[src/rtl/serial_arith_pkg.sv]
// Shared encodings for the bit-serial arithmetic sequencers:
// FSM state values and the add/subtract opcode.
package serial_arith_pkg;

   typedef enum logic [1:0] {
      IDLE = 2'd0,
      RUN  = 2'd1,
      DONE = 2'd2
   } state_t;

   localparam logic OP_ADD = 1'b0;
   localparam logic OP_SUB = 1'b1;

endpackage : serial_arith_pkg

[src/rtl/fa.sv]
// Single full-adder cell from the gate-level library; the only adder the
// serial sequencer is allowed to use.
module fa (
   input  logic a,
   input  logic b,
   input  logic cin,
   output logic sum,
   output logic carry
);

   assign sum   = a ^ b ^ cin;
   assign carry = (a & b) | (a & cin) | (b & cin);

endmodule : fa

[src/rtl/serial_add_ctrl.sv]
// Bit-serial add/subtract sequencer: one full-adder cell processes the
// operands LSB first, one bit per clock, behind a start/busy/done handshake.
module serial_add_ctrl
   import serial_arith_pkg::*;
#(
   parameter int WIDTH = 8
) (
   input  logic             clk,
   input  logic             rst,
   input  logic             start,
   input  logic             sub,
   input  logic [WIDTH-1:0] a,
   input  logic [WIDTH-1:0] b,
   output logic             busy,
   output logic             done,
   output logic [WIDTH-1:0] result,
   output logic             cout,
   output logic             overflow
);

   localparam int             CW   = $clog2(WIDTH);
   localparam logic [CW-1:0]  LAST = CW'(WIDTH - 1);

   state_t           state;
   state_t           next_state;
   logic             accept;
   logic             last;
   logic [WIDTH-1:0] a_sr;
   logic [WIDTH-1:0] b_sr;
   logic [WIDTH-1:0] res_sr;
   logic             carry;
   logic [CW-1:0]    cnt;
   logic             fa_sum;
   logic             fa_carry;

   fa u_fa (
      .a     (a_sr[0]),
      .b     (b_sr[0]),
      .cin   (carry),
      .sum   (fa_sum),
      .carry (fa_carry)
   );

   // State register
   always_ff @(posedge clk or posedge rst) begin
      if (rst) begin
         state <= IDLE;
      end else begin
         state <= next_state;
      end
   end

   // Next-state decode; a new request is only taken when not busy
   always_comb begin
      next_state = state;
      accept     = 1'b0;
      last       = 1'b0;
      case (state)
         IDLE: begin
            if (start) begin
               next_state = RUN;
               accept     = 1'b1;
            end else begin
               next_state = IDLE;
            end
         end
         RUN: begin
            if (cnt == LAST) begin
               next_state = DONE;
               last       = 1'b1;
            end else begin
               next_state = RUN;
            end
         end
         DONE: begin
            if (start) begin
               next_state = RUN;
               accept     = 1'b1;
            end else begin
               next_state = IDLE;
            end
         end
         default: begin
            next_state = IDLE;
         end
      endcase
   end

   // Handshake flags are registered from the next state so they align with it
   always_ff @(posedge clk or posedge rst) begin
      if (rst) begin
         busy <= 1'b0;
         done <= 1'b0;
      end else begin
         busy <= (next_state == RUN);
         done <= (next_state == DONE);
      end
   end

   // Operand/result shifting, carry and bit counter; subtraction is a + ~b + 1
   always_ff @(posedge clk or posedge rst) begin
      if (rst) begin
         a_sr     <= '0;
         b_sr     <= '0;
         res_sr   <= '0;
         carry    <= 1'b0;
         cnt      <= '0;
         result   <= '0;
         cout     <= 1'b0;
         overflow <= 1'b0;
      end else if (accept) begin
         a_sr  <= a;
         b_sr  <= (sub == OP_SUB) ? ~b : b;
         carry <= (sub == OP_SUB);
         cnt   <= '0;
      end else if (state == RUN) begin
         a_sr   <= {1'b0, a_sr[WIDTH-1:1]};
         b_sr   <= {1'b0, b_sr[WIDTH-1:1]};
         res_sr <= {fa_sum, res_sr[WIDTH-1:1]};
         carry  <= fa_carry;
         cnt    <= cnt + 1'b1;
         if (last) begin
            result   <= {fa_sum, res_sr[WIDTH-1:1]};
            cout     <= fa_carry;
            overflow <= carry ^ fa_carry;
         end else begin
            result   <= result;
            cout     <= cout;
            overflow <= overflow;
         end
      end else begin
         a_sr <= a_sr;
      end
   end

endmodule : serial_add_ctrl

[config.mk]
export PLATFORM = sky130hd
export DESIGN_NAME = serial_add_ctrl
export DESIGN_NICKNAME = d
export VERILOG_FILES = /design/src/rtl/serial_arith_pkg.sv /design/src/rtl/fa.sv /design/src/rtl/serial_add_ctrl.sv
export SDC_FILE = /design/constraint.sdc
export NUM_CORES = 1
export LEC_CHECK = 0
export CORE_MARGIN = 2
export CORE_UTILIZATION = 25
export CTS_CLUSTER_DIAMETER = 100
export DETAILED_ROUTE_END_ITERATION = 16
export PLACE_DENSITY_LB_ADDON = 0.05
export SYNTH_ARGS = -nofsm -noshare
export SYNTH_HDL_FRONTEND = slang
export SYNTH_SLANG_ARGS = --single-unit
[constraint.sdc]
create_clock -name clk -period 3.3 [get_ports clk]
set_input_delay 0.66 -clock clk [delete_from_list [all_inputs] [get_ports clk]]
set_output_delay 0.66 -clock clk [all_outputs]
set_load 0.02 [all_outputs]
==> impl_metrics.csv <==
group,metric,value,unit
detailed_routing,drtPass1Iterations,4,
timing,fmax,522,MHz
synthesis,synthesis.nets,156,
global_route,use_met1,12.2,%
min_path,min_path_cells,1,
die,die-width,88.2,um
placement,portBuffers,31,
setup_path,r2r_cells,3,
cts,cts_buffers,5,
cts,cts_resized,0,
run_status,status,"finished clean",
synthesis,yosysTopAreaCell,"dfrtp_1",
die,die_area,0.00779,mm2
timing,period_share,58.0,%
global_route,grt-ovfl-total,0,
setup_path,crit_buf_inv,1,
timing,fin_tns_setup,0,ns
setup_path,cp.required,2.64,ns
cts,cts.clk_slew.worst_paths,0.08,ns
synthesis,syn-mean-instance-area,13.3,um2
setup_path,slowest_delay,0.61,ns
timing,relSlewSlack,51.8,%
setup_path,worstPathCellList,"clkdlybuf4s50_1",
pwr,vdd_drop_max,0.261,mV
synthesis,synth_top_area_share,57.8,%
timing,worst_pin_slew,0.723,ns
global_route,antenna_found_initial,0,
timing,rsz0062_at_grt,"no",
synthesis,synth_warnings,0,
layout,utilization,33.1,%
pwr,leakagePower,1.06,nW
die,die_h,88.2,um
setup_path,path_class,"reg -> out",
pwr,p_per_area,923,mW/mm2
die,start_util,26.0,%
die,num_rows,30,
cts,hold_buffers,0,
timing,report.final.slew_viol_count,0,
cts,cts.htree.levels,2,
layout,final_cells,262,
timing,post-route-min-period,1.91,ns
cts,clock-root-buffer,"clkbuf_8",
timing,finalHoldViolCount,0,
synthesis,synth_cells,133,
setup_path,cp-end-kind,"output pin",
detailed_routing,drc,0,
min_path,hp-class,"reg -> reg",
die,fp.coreArea,0.00683,mm2
global_route,grt_pass1_vias,1177,
global_route,busiest_layer,"met2",
detailed_routing,vias,1076,
synthesis,synth.area.top_cells,"dfrtp_1 (58%), mux2_2 (11%), a22o_1 (5.4%)",
cts,postCtsSetupBuffers,0,
setup_path,slowest_stage,"clkdlybuf4s50_1",
cts,cts_tree,"built",
placement,place_hpwl,2.30,mm
layout,syn2layout_area_growth,27.6,%
synthesis,yosysSeqAreaShare,57.8,%
layout,drive_gt1_share,18.1,%
setup_path,path_depth,1,
global_route,grt_first_pass_wirelength,5.71,mm
global_route,grt_use_met2,15.6,%
detailed_routing,drtAntennaViolNets,0,
setup_path,worstPathMaxFanout,2,
layout,nets,188,
layout,diodes,0,
setup_path,cp-start-kind,"flip-flop",
setup_path,cp_top_family,"buffers and inverters",
timing,clock_skew,0.00342,ns
layout,final_area,0.00226,mm2
detailed_routing,viasPerCell,4.11,
detailed_routing,wl,3.37,mm
setup_path,cp_data_arrival_time,1.25,ns
synthesis,syn_area,0.00177,mm2
global_route,grt_max_degree,42,
flow_run,drv_cap,0,
die,ios,32,
cts,clk_path_buf_depth,2,
placement,gp_congestion,0.699,
cts,clkSinkCount,41,
synthesis,ys_ff_latch,41,
detailed_routing,wire_per_inst,12.9,um
cts,insertion_delay,0.28,ns
synthesis,ys_types,22,
placement,place_area,0.00216,mm2
global_route,grt_usage,9.68,%
global_route,use_met3,2.52,%
detailed_routing,drt_iter0_drc,24,
timing,setup_viol,0,
placement,dp_cells,254,
==> area by class of cell <==
cell class / instances / area, um2
Clock inverter: 1 / 5.00
Tap cell: 96 / 120
Inverter: 4 / 15.0
Multi-Input combinational cell: 79 / 668
Fill cell: 717 / 4570
Sequential cell: 41 / 1030
Timing Repair Buffer: 34 / 333
Clock buffer: 7 / 96.3
==> per-layer routing <==
layer	vias up	wire, um
li1	524	-
met1	533	1550
met4	0	29
met3	2	98
met2	17	1690
met5	-	0
==> per-stage QoR <==
step,total power (W),setup WS [ns],hold WS [ns]
4_1_cts,0.00213,1.36,0.485
5_1_grt,0.00227,1.30,0.498
2_1_floorplan,0.00151,1.69,0.450
3_5_place_dp,0.00176,1.18,0.467
6_report,0.00209,1.39,0.479
3_3_place_gp,0.00175,1.19,0.470
==> registers in the layout, indices dropped and copies added, names as in the netlist <==
| register | cells |
|---|---|
| a_sr | 8 |
| b_sr | 8 |
| result | 8 |
| res_sr | 7 |
| cnt | 3 |
| state | 2 |
| busy | 1 |
| carry | 1 |
| cout | 1 |
| done | 1 |
| overflow | 1 |
==> cell usage after synthesis <==
library cell	n
clkbuf_2	1
xnor2_1	1
inv_1	4
mux2i_1	8
o21ai_0	4
xor2_1	8
buf_2	2
nor2b_1	1
a21o_1	9
buf_4	2
clkbuf_1	1
mux2_2	17
buf_6	3
dfrtp_1	41
ha_1	2
and2b_1	1
a22o_1	11
fa_1	1
nor2_2	1
nand2_1	9
nand3b_1	1
o21ai_1	5
==> kinds of logic (layout without fill, tap and decap cells) <==
family | Yosys count | after routing | share of synthesized area [%]
adders and majority gates | 3 | 3 | 2.54
and+or+nand+nor | 13 | 13 | 3.46
buffers and inverters | 13 | 46 | 4.65
AOI/OAI and AO/OA | 29 | 29 | 11.8
muxes | 25 | 25 | 15.3
xor gates and xnor gates | 9 | 9 | 4.44
DFF | 41 | 41 | 57.8
==> path summary, 6_finish.rpt <==
check                      slack, ns      from   endpoint
setup / recovery                1.39  overflow   overflow
hold / removal                  0.48   a_sr[3]    a_sr[3]
setup reg to reg                1.45  state[1]  res_sr[7]
hold reg to reg                 0.48   a_sr[3]    a_sr[3]
max in group asynchronous       2.14       rst     cnt[2]
min in group asynchronous       0.80       rst       done
==> cells in the final DEF (no fill, tap or decap), drive strengths merged <==
master,n
dfrtp,41
clkdlybuf4s50,31
mux2,17
a22o,11
nand2,9
a21o,9
o21ai,9
mux2i,8
xor2,8
clkbuf,7
inv,4
buf,3
ha,2
nor2b,1
and2b,1
nor2,1
nand3b,1
xnor2,1
fa,1
clkinv,1
==> power breakdown <==
| part | leakage (nW) | internal (W) | total (W) | switching (W) |
|---|---|---|---|---|
| logic | 0.500 | 0.000473 | 0.000873 | 0.000399 |
| clock network | 0.0542 | 0.000189 | 0.000354 | 0.000165 |
| registers | 0.508 | 0.000734 | 0.000862 | 0.000128 |
Note: power is estimated with default switching activity, not from simulation.
